$ cat src/rtl/bexkat_bus_pkg.sv
// Shared types and defaults for the bus responder and its watchdog.
package bexkat_bus_pkg;

  localparam int NSLAVE_DEF  = 8;
  localparam int TIMEOUT_DEF = 255;

  typedef logic [3:0] cs_t;

  typedef enum logic [1:0] {
    ST_IDLE,
    ST_WAIT,
    ST_RESP,
    ST_ERR
  } bus_state_t;

endpackage

$ cat src/rtl/bus_responder_if.sv
// Master-side Wishbone request/response plus the fanned-out slave request/response bundle.
interface bus_responder_if #(
  parameter int NSLAVE = bexkat_bus_pkg::NSLAVE_DEF
);
  import bexkat_bus_pkg::*;

  logic                 cyc_i;
  logic                 stb_i;
  logic                 we_i;
  logic [31:0]          adr_i;
  logic [31:0]          dat_i;
  logic [3:0]           sel_i;
  cs_t                  chipselect;
  logic                 fault;
  logic [31:0]          dat_o;
  logic                 ack_o;
  logic                 err_o;
  logic [NSLAVE-1:0]    s_cyc_o;
  logic                 s_stb_o;
  logic                 s_we_o;
  logic [31:0]          s_adr_o;
  logic [31:0]          s_dat_o;
  logic [3:0]           s_sel_o;
  logic [32*NSLAVE-1:0] s_dat_i;
  logic [NSLAVE-1:0]    s_ack_i;
  logic [NSLAVE-1:0]    s_err_i;
  logic [31:0]          buserr_adr_o;
  logic                 timeout_o;

  modport slave (
    input  cyc_i, stb_i, we_i, adr_i, dat_i, sel_i, chipselect, fault,
    input  s_dat_i, s_ack_i, s_err_i,
    output dat_o, ack_o, err_o, s_cyc_o, s_stb_o, s_we_o, s_adr_o, s_dat_o, s_sel_o,
    output buserr_adr_o, timeout_o
  );

  modport master (
    output cyc_i, stb_i, we_i, adr_i, dat_i, sel_i, chipselect, fault,
    output s_dat_i, s_ack_i, s_err_i,
    input  dat_o, ack_o, err_o, s_cyc_o, s_stb_o, s_we_o, s_adr_o, s_dat_o, s_sel_o,
    input  buserr_adr_o, timeout_o
  );

endinterface

$ cat src/rtl/bus_watchdog.sv
// Down-counting WAIT watchdog: reloads on clear, expires on the TIMEOUT-th enabled cycle.
module bus_watchdog #(
  parameter int TIMEOUT = 255
) (
  input  logic clk_i,
  input  logic rst_i,
  input  logic clear,
  input  logic enable,
  output logic expire
);

  localparam int             CW   = (TIMEOUT > 1) ? $clog2(TIMEOUT) : 1;
  localparam logic [CW-1:0]  LOAD = CW'(TIMEOUT - 1);

  logic [CW-1:0] count;

  always_ff @(posedge clk_i) begin
    if (rst_i || clear) begin
      count <= LOAD;
    end else if (enable && (count != '0)) begin
      count <= count - CW'(1);
    end
  end

  assign expire = enable && (count == '0);

endmodule

$ cat src/rtl/bus_responder.sv
// Routes one Wishbone master onto NSLAVE slaves picked by an external decoder;
// silent slaves are turned into bus errors by the watchdog.
module bus_responder
  import bexkat_bus_pkg::*;
#(
  parameter int TIMEOUT = TIMEOUT_DEF,
  parameter int NSLAVE  = NSLAVE_DEF
) (
  input  logic           clk_i,
  input  logic           rst_i,
  bus_responder_if.slave bus
);
  // state | meaning
  // IDLE  | waiting for cyc_i & stb_i; decode faults go straight to ERR
  // WAIT  | slave cs selected, waiting for its ack/err or the watchdog
  // RESP  | one-cycle ack_o carrying the captured read data
  // ERR   | one-cycle err_o; timeout_o set when the watchdog caused it

  localparam logic [NSLAVE-1:0] CS_ONE = NSLAVE'(1);

  bus_state_t  state, state_nxt;
  cs_t         cs_q;
  logic [31:0] adr_q, wdat_q, rdat_q, buserr_q;
  logic [3:0]  sel_q;
  logic        we_q, tmo_q;
  logic        req, dec_bad, sel_ack, sel_err, wd_expire, to_tmo;
  logic [31:0] sel_dat;

  assign req     = bus.cyc_i & bus.stb_i;
  assign dec_bad = bus.fault | (bus.chipselect == '0);

  // Only the captured slave's response is visible; everything else is ignored.
  always_comb begin
    sel_ack = 1'b0;
    sel_err = 1'b0;
    sel_dat = '0;
    for (int n = 0; n < NSLAVE; n++) begin
      if (cs_q == cs_t'(n)) begin
        sel_ack = bus.s_ack_i[n];
        sel_err = bus.s_err_i[n];
        sel_dat = bus.s_dat_i[32*n +: 32];
      end
    end
  end

  bus_watchdog #(.TIMEOUT(TIMEOUT)) u_watchdog (
    .clk_i  (clk_i),
    .rst_i  (rst_i),
    .clear  (state != ST_WAIT),
    .enable (state == ST_WAIT),
    .expire (wd_expire)
  );

  always_comb begin
    state_nxt = state;
    to_tmo    = 1'b0;
    case (state)
      ST_IDLE: if (req) state_nxt = dec_bad ? ST_ERR : ST_WAIT;
      ST_WAIT: begin
        // Abort beats everything; err beats ack; ack beats a same-edge expiry.
        if (!bus.cyc_i)     state_nxt = ST_IDLE;
        else if (sel_err)   state_nxt = ST_ERR;
        else if (sel_ack)   state_nxt = ST_RESP;
        else if (wd_expire) begin
          state_nxt = ST_ERR;
          to_tmo    = 1'b1;
        end
      end
      default: state_nxt = ST_IDLE;
    endcase
  end

  always_ff @(posedge clk_i) begin
    if (rst_i) begin
      state    <= ST_IDLE;
      cs_q     <= '0;
      adr_q    <= '0;
      wdat_q   <= '0;
      sel_q    <= '0;
      we_q     <= 1'b0;
      rdat_q   <= '0;
      buserr_q <= '0;
      tmo_q    <= 1'b0;
    end else begin
      state <= state_nxt;
      tmo_q <= to_tmo;
      if ((state == ST_IDLE) && req && !dec_bad) begin
        cs_q   <= bus.chipselect;
        adr_q  <= bus.adr_i;
        wdat_q <= bus.dat_i;
        sel_q  <= bus.sel_i;
        we_q   <= bus.we_i;
      end
      if ((state == ST_WAIT) && (state_nxt == ST_RESP)) rdat_q <= sel_dat;
      if (state_nxt == ST_ERR) buserr_q <= (state == ST_IDLE) ? bus.adr_i : adr_q;
    end
  end

  assign bus.ack_o        = (state == ST_RESP);
  assign bus.err_o        = (state == ST_ERR);
  assign bus.timeout_o    = tmo_q;
  assign bus.dat_o        = rdat_q;
  assign bus.buserr_adr_o = buserr_q;
  assign bus.s_stb_o      = (state == ST_WAIT);
  assign bus.s_cyc_o      = (state == ST_WAIT) ? (CS_ONE << cs_q) : '0;
  assign bus.s_adr_o      = adr_q;
  assign bus.s_dat_o      = wdat_q;
  assign bus.s_sel_o      = sel_q;
  assign bus.s_we_o       = we_q;

endmodule

$ cat src/flat_wrapper.sv
// flat-port wrapper written by rule: the top's interface ports become plain ports
module bus_responder_flat import bexkat_bus_pkg::*;
#(
  parameter int TIMEOUT = TIMEOUT_DEF,
  parameter int NSLAVE  = NSLAVE_DEF
)
  (clk_i, rst_i, bus_cyc_i, bus_stb_i, bus_we_i, bus_adr_i, bus_dat_i, bus_sel_i, bus_chipselect, bus_fault, bus_s_dat_i, bus_s_ack_i, bus_s_err_i, bus_dat_o, bus_ack_o, bus_err_o, bus_s_cyc_o, bus_s_stb_o, bus_s_we_o, bus_s_adr_o, bus_s_dat_o, bus_s_sel_o, bus_buserr_adr_o, bus_timeout_o);
  bus_responder_if #(.NSLAVE(NSLAVE)) bus_i ();
  input  logic clk_i;
  input  logic rst_i;
  input wire logic [$bits(bus_i.cyc_i)-1:0] bus_cyc_i;
  input wire logic [$bits(bus_i.stb_i)-1:0] bus_stb_i;
  input wire logic [$bits(bus_i.we_i)-1:0] bus_we_i;
  input wire logic [$bits(bus_i.adr_i)-1:0] bus_adr_i;
  input wire logic [$bits(bus_i.dat_i)-1:0] bus_dat_i;
  input wire logic [$bits(bus_i.sel_i)-1:0] bus_sel_i;
  input wire logic [$bits(bus_i.chipselect)-1:0] bus_chipselect;
  input wire logic [$bits(bus_i.fault)-1:0] bus_fault;
  input wire logic [$bits(bus_i.s_dat_i)-1:0] bus_s_dat_i;
  input wire logic [$bits(bus_i.s_ack_i)-1:0] bus_s_ack_i;
  input wire logic [$bits(bus_i.s_err_i)-1:0] bus_s_err_i;
  output wire logic [$bits(bus_i.dat_o)-1:0] bus_dat_o;
  output wire logic [$bits(bus_i.ack_o)-1:0] bus_ack_o;
  output wire logic [$bits(bus_i.err_o)-1:0] bus_err_o;
  output wire logic [$bits(bus_i.s_cyc_o)-1:0] bus_s_cyc_o;
  output wire logic [$bits(bus_i.s_stb_o)-1:0] bus_s_stb_o;
  output wire logic [$bits(bus_i.s_we_o)-1:0] bus_s_we_o;
  output wire logic [$bits(bus_i.s_adr_o)-1:0] bus_s_adr_o;
  output wire logic [$bits(bus_i.s_dat_o)-1:0] bus_s_dat_o;
  output wire logic [$bits(bus_i.s_sel_o)-1:0] bus_s_sel_o;
  output wire logic [$bits(bus_i.buserr_adr_o)-1:0] bus_buserr_adr_o;
  output wire logic [$bits(bus_i.timeout_o)-1:0] bus_timeout_o;
  assign bus_i.cyc_i = bus_cyc_i;
  assign bus_i.stb_i = bus_stb_i;
  assign bus_i.we_i = bus_we_i;
  assign bus_i.adr_i = bus_adr_i;
  assign bus_i.dat_i = bus_dat_i;
  assign bus_i.sel_i = bus_sel_i;
  assign bus_i.chipselect = bus_chipselect;
  assign bus_i.fault = bus_fault;
  assign bus_i.s_dat_i = bus_s_dat_i;
  assign bus_i.s_ack_i = bus_s_ack_i;
  assign bus_i.s_err_i = bus_s_err_i;
  assign bus_dat_o = bus_i.dat_o;
  assign bus_ack_o = bus_i.ack_o;
  assign bus_err_o = bus_i.err_o;
  assign bus_s_cyc_o = bus_i.s_cyc_o;
  assign bus_s_stb_o = bus_i.s_stb_o;
  assign bus_s_we_o = bus_i.s_we_o;
  assign bus_s_adr_o = bus_i.s_adr_o;
  assign bus_s_dat_o = bus_i.s_dat_o;
  assign bus_s_sel_o = bus_i.s_sel_o;
  assign bus_buserr_adr_o = bus_i.buserr_adr_o;
  assign bus_timeout_o = bus_i.timeout_o;
  bus_responder #(.TIMEOUT(TIMEOUT), .NSLAVE(NSLAVE)) u_core (.clk_i(clk_i), .rst_i(rst_i), .bus(bus_i));
endmodule
$ cat config.mk
export PLATFORM = sky130hd
export DESIGN_NAME = bus_responder_flat
export DESIGN_NICKNAME = d
export VERILOG_FILES = /design/src/rtl/bexkat_bus_pkg.sv /design/src/rtl/bus_responder_if.sv /design/src/rtl/bus_watchdog.sv /design/src/rtl/bus_responder.sv /design/src/flat_wrapper.sv
export SDC_FILE = /design/constraint.sdc
export NUM_CORES = 1
export LEC_CHECK = 0
export ABC_AREA = 1
export CAP_MARGIN = 20
export CORE_AREA = 2 2 192 194
export DETAILED_ROUTE_END_ITERATION = 16
export DIE_AREA = 0 0 194 196
export PLACE_DENSITY_LB_ADDON = 0.05
export SETUP_SLACK_MARGIN = 0.5
export SYNTH_ARGS = -nofsm -noshare
export SYNTH_HDL_FRONTEND = slang
export SYNTH_SLANG_ARGS = --single-unit
$ cat constraint.sdc
create_clock -name clk_i -period 2.6 [get_ports clk_i]
set_input_delay 0.26 -clock clk_i [delete_from_list [all_inputs] [get_ports clk_i]]
set_output_delay 0.26 -clock clk_i [all_outputs]
set_load 0.02 [all_outputs]
# Word-level counts from Yosys, hierarchy flattened
# Cells that the tools add are included.
totals:
  inputBits: 350
  regBits: 148
  word_cells: 76
  output_inout_bits: 145
classes:
  add_sub_neg: 1
  mux: 34
  bitwise: 4
  n_eq_ne: 13
  n_shift: 1
  n_reduce_logical: 13
op_table:
  columns: ["cell", "n"]
  rows:
  - ["$mux W32", 9]
  - ["$mux W1", 17]
  - ["$eq A4 B3 Y1 const B", 4]
  - ["$mux W2", 6]
  - ["$eq A2 B2 Y1 const B", 4]
  - ["$eq A4 B2 Y1 const B", 2]
  - ["$logic_not A4 Y1", 2]
  - ["$logic_not A8 Y1", 1]
  - ["$mux W8", 1]
  - ["$reduce_bool A8 Y1", 1]
  - ["$shl A1 B4 Y8 const A", 1]
  - ["$sub A8 B1 Y8 const B", 1]
  - ["$logic_and A1 B1 Y1", 5]
  - ["$reduce_or A5 Y1", 1]
  - ["$eq A4 B1 Y1 const B", 1]
  - ["$pmux W2 S2", 1]
  - ["$eq A2 B1 Y1 const B", 1]
  - ["$logic_not A2 Y1", 1]
  - ["$ne A2 B1 Y1 const B", 1]
  - ["$not A1 Y1", 2]
  - ["$and A1 B1 Y1", 1]
  - ["$logic_not A1 Y1", 1]
  - ["$logic_or A1 B1 Y1", 1]
  - ["$or A1 B1 Y1", 1]

# Logic depth before layout (Yosys ltp)
depth:
  depth_word: 15
  ltp_mapped: 17
  mapped_depth_nobuf: 16

# Cells and area by module
# From an unflattened synthesis, not the netlist that was laid out.
unflattened:
  cells_unflattened: 1266
  area_unflattened_um2: 8064.0
modules_own_cells:
  columns: ["mod", "area_per_inst_um2", "cells_each", "instances", "seq_area_each_um2"]
  rows:
  - ["bus_responder", 7578.5, 1190, 1, 2802.7]
  - ["bus_watchdog", 485.5, 76, 1, 160.2]

# Least setup slack after synthesis
# No wires, ideal clock.
synth_path:
  kind: "flip-flop to flip-flop"
  start: "register u_core.state[0]"
  end: "register u_core.rdat_q[10], in the netlist u_core.bus.dat_o[10]"
  arrival_ns: 1.995
  path_stages_with_launch: 11
  path_slack_ns: 0.490
  setup_time_ns: 0.115
  period_less_slack_ns: 2.110
  path_cell_list: "dfxtp_1 inv_1 nor2_1 clkinv_1 nor2_1 nand2_1 nand2_2 clkbuf_1 nand3_1 nand2_1 nor2_1"
synth_via:
  elab_chain_cells: 9
  word_cells_on_any_way: 11
synth_rtl:
  columns: ["item", "line_no", "rtl"]
  rows:
  - ["start, declared", "bus_responder.sv:21", "bus_state_t state, state_nxt;"]
  - ["start signal, assigned", "bus_responder.sv:85", "state <= state_nxt;"]
  - ["$eq A2 B1 Y1 (*)", null, null]
  - ["net bus_s_stb_o", "flat_wrapper.sv:26", "output wire logic [$bits(bus_i.s_stb_o)-1:0] bus_s_stb_o;"]
  - ["$logic_and A1 B1 Y1", "bus_watchdog.sv:25", "assign expire = enable && (count == '0);"]
  - ["$mux W2", "bus_responder.sv:64", "else if (wd_expire) begin"]
  - ["$mux W2", "bus_responder.sv:63", "else if (sel_ack) state_nxt = ST_RESP;"]
  - ["$mux W2", "bus_responder.sv:62", "else if (sel_err) state_nxt = ST_ERR;"]
  - ["$mux W2", "bus_responder.sv:61", "if (!bus.cyc_i) state_nxt = ST_IDLE;"]
  - ["$pmux W2 S2", "bus_responder.sv:57", "case (state)"]
  - ["$eq A2 B2 Y1", "bus_responder.sv:94", "if ((state == ST_WAIT) && (state_nxt == ST_RESP)) rdat_q <= sel_dat;"]
  - ["$logic_and A1 B1 Y1 (*)", "bus_responder.sv:94", null]
  - ["end signal, assigned", "bus_responder.sv:94", null]
  - ["end, declared", "bus_responder.sv:23", "logic [31:0] adr_q, wdat_q, rdat_q, buserr_q;"]
# The timed path passes the listed nets; every way through them passes the cells marked *.
# A chain may end at the register's enable or synchronous reset.

# Final worst setup path
layout_path:
  start: "register u_core.u_watchdog.count[0]"
  end: "register u_core.rdat_q[12], in the netlist u_core.bus.dat_o[12]"
layout_via:
  elab_chain_cells: 9
layout_rtl:
  columns: ["item", "line_no", "rtl"]
  rows:
  - ["start, declared", "bus_watchdog.sv:15", "logic [CW-1:0] count;"]
  - ["start signal, assigned", "bus_watchdog.sv:21", "count <= count - CW'(1);"]
  - ["$logic_not A8 Y1", "bus_watchdog.sv:25", null]
  - ["$logic_and A1 B1 Y1", "bus_watchdog.sv:25", null]
  - ["$mux W2", "bus_responder.sv:64", null]
  - ["$mux W2", "bus_responder.sv:63", null]
  - ["$mux W2", "bus_responder.sv:62", null]
  - ["$mux W2", "bus_responder.sv:61", null]
  - ["$pmux W2 S2", "bus_responder.sv:57", null]
  - ["$eq A2 B2 Y1", "bus_responder.sv:94", null]
  - ["$logic_and A1 B1 Y1", "bus_responder.sv:94", null]
# Every way passes these cells.

==> metrics.txt <==
result of the run finished, final reports clean; Iteration-0 DRC Markers 432; cell type of the slowest stage on the worst timing path dfxtp_2; cell area reported after detailed placement 13300 um2; std cell rows 70; slew at the pin closest to its max-slew limit 0.606 ns; top library cells by usage in the layout, fill and taps aside clkdlybuf4s50_1, nand2_1, dfxtp_1, nand3_1, nor2_1; CTS max path bufs 2; length of the first detailed-routing pass in iterations 5; Layout Nets 2038; area of the core 36100 um2; estimated wirelength of the detail-placed design 34.0 mm; count of flip-flops with a built-in enable after synthesis 0; final wirelength 46.4 mm; Warnings, synthesis 0; IO buf count 494; required time of the worst setup path 2.97 ns; startpoint type of the worst setup path flip-flop; TritonCTS clock tree built; Max Clock Skew 0.00960 ns; via density per instance 4.68; Slowest Stage Delay on Critical Path 0.32 ns; most frequent cell on the critical path nand2_2; setup repair after global routing missed its margin yes; total non-filler cell area in the finished layout 15100 um2; most common library cell in the layout ignoring fill and taps clkdlybuf4s50_1; GRT Overall Usage 23.4%; first-pass GRT wire length 66.7 mm; final-report setup violation count 0; clock insertion delay at the later pin of the skew report 0.43 ns; post-detailed-route count of antenna-violating nets 0; Most used DFF post-synth dfxtp_1; Final Power 7.15 mW; FILL cells 3766; antenna violations before repair 16; layout overhead on the synthesized area 95.6%; PD cells 475 nW/um2; sequential share of the synthesized area 38.5%; die width 194 um; distinct cell type count after synthesis 31; fin crit period 2.16 ns; largest net degree at the start of global routing 89; GRT overflow 0; number of clock sinks 148; part of the cycle the worst path needs 82.9%; Die Outline Area 38000 um2; Sequential Area 2970 um2; I/O Pins 495; detail-routed net length per standard cell 21.3 um; Max Transition Viols Final 0; Critical Setup Path Class reg -> reg; CP cell instances inv_2 > ha_4 > inv_4 > nor3_4 > nand2_2 > nor2_4 > nand2_2 > nor2_4 > a21oi_2 > nand3_2 > nand2_2 > nand2_4 > buf_12 > buf_12 > nand2_4 > nand2_2 > nand2_1 > nor2_1; Arr. time, crit path 2.52 ns; Num CTS Buffers 17; Peak VDD IR 0.452 mV; mean area per synthesized cell 6.54 um2; initial cell density of the core 21.3%; maximum level of the CTS H-tree 4; routability-driven placement congestion ratio 0.927; total standard cell area after synthesis 7700 um2; maxcap violations 0; DRC viols 0; overall via count from detail_route 10198; total area of multi-input combinational cells 4540 um2; die extent in y 196 um; cells after synthesis 1177; hold-fix buffer count after cts 0; max frequency 0.464 GHz; register bit count reported by yosys 148; endpoint type of the worst setup path flip-flop; Net Count, Synth 1528; clk slew on worst S/H paths 0.07 ns; largest driver fanout on the critical path 6; via count of the first global-routing pass 10216; share of synthesized registers carrying an async set or reset 0%; layout cell share with drive strength beyond 1 13.9%; leakage power summed over all cells 5.81 nW; HP Class in -> reg; Fin. Hold Viols 0; Worst slew margin 59.2%; root buffer cell clkbuf_16
==> cells by family (layout without fill, tap and decap cells) <==
group           after synthesis  count (layout)  share of synthesized area, %
compound gates              293             293                          20.6
xor+xnor                      3               3                         0.341
fa+ha+maj                     1               1                         0.163
buf+inv                     159             681                          8.22
flops                       148             148                          38.5
mux                           1               1                         0.146
other cells                   0              12                             0
simple gates                572             573                          32.0
==> what timing repair did <==
action	CTS	global route
resized for setup	72	109
pin swaps	4	41
gates cloned	6	9
endpoints found under the setup margin	78	74
buffers inserted	17	13
==> synthesized netlist by cell type, types with 2 or more instances <==
master,number,share of area [%]
nand2_1,240,12
dfxtp_1,148,38
nand3_1,145,9.4
nor2_1,136,6.6
a21oi_1,135,8.8
o21ai_0,122,7.9
clkbuf_1,68,3.3
inv_1,59,2.9
nand4_1,38,3.1
a221oi_1,29,3.3
buf_2,14,0.91
inv_2,8,0.39
buf_4,5,0.49
buf_1,4,0.20
nor2_2,3,0.24
nor3_1,3,0.20
xor2_1,3,0.34
nor2_4,2,0.29
nor4_1,2,0.16
o21ai_1,2,0.13
==> state kept, by name, indices dropped and copies added, names as in the netlist <==
| name | cells |
|---|---|
| u_core.u_watchdog.count | 8 |
| u_core.bus.timeout_o | 1 |
| u_core.bus.dat_o | 32 |
| u_core.bus.s_dat_o | 32 |
| u_core.cs_q | 4 |
| u_core.bus.s_adr_o | 32 |
| u_core.bus.s_we_o | 1 |
| u_core.bus.buserr_adr_o | 32 |
| u_core.bus.s_sel_o | 4 |
| u_core.state | 2 |
==> stage by stage <==
stage / TNS, ns / instances / hold WS, ns / worst slack (ns) / utilization (%)
5_1_grt: 0 / 2178 / 0.323 / 0.315 / 41.7
3_5_place_dp: -6.14 / 2091 / 0.452 / -0.164 / 36.9
3_3_place_gp: -1.59 / 2091 / 0.447 / -0.105 / 36.9
2_1_floorplan: 0 / 1177 / 0.395 / 0.503 / -
6_report: 0 / 2180 / 0.311 / 0.445 / 41.7
4_1_cts: 0 / 2146 / 0.296 / 0.396 / 39.9
==> report_power, final <==
group / total, mW / switching [mW] / internal, mW
sequential: 2.44 / 0.0667 / 2.38
clock: 2.66 / 1.05 / 1.60
combinational: 2.05 / 0.990 / 1.06
==> worst max-delay path: cells and delay by family (launching register included) <==
kind	cells	cell delay (ns)
simple gates	12	1.13
buf+inv	4	0.42
flops	1	0.32
fa+ha+maj	1	0.14
compound gates	1	0.07
==> layer usage <==
layer	vias to the layer above	GRT usage (%)	share of wire (%)
li1	5048	-	-
met1	4732	26.6	40
met2	357	40.4	49
met3	55	7.96	8.0
met4	6	8.92	2.7
met5	-	0	0.086
==> cell type report <==
type                            count  area share (%)
Inverter                           68            1.77
Clock inverter                      9           0.939
Sequential cell                   148            19.8
Multi-Input combinational cell    871            30.2
Clock buffer                       23            3.17
Tap cell                          468            3.89
Antenna cell                       12           0.199
Timing Repair Buffer              581            40.1
==> final timing paths <==
kind	end	start	cells past startpoint	slack, ns
worst min register to register	u_core.bus.buserr_adr_o[3]$_SDFFE_PP0N_	u_core.bus.buserr_adr_o[3]$_SDFFE_PP0N_	2	0.46
worst min-delay path	u_core.bus.buserr_adr_o[15]$_SDFFE_PP0N_	rst_i	2	0.31
worst max register to register	u_core.bus.dat_o[12]$_SDFFE_PP0P_	u_core.u_watchdog.count[0]$_SDFFE_PP0P_	18	0.44
worst max-delay path	u_core.bus.dat_o[12]$_SDFFE_PP0P_	u_core.u_watchdog.count[0]$_SDFFE_PP0P_	18	0.44
Note: power is estimated with default switching activity, not from simulation.
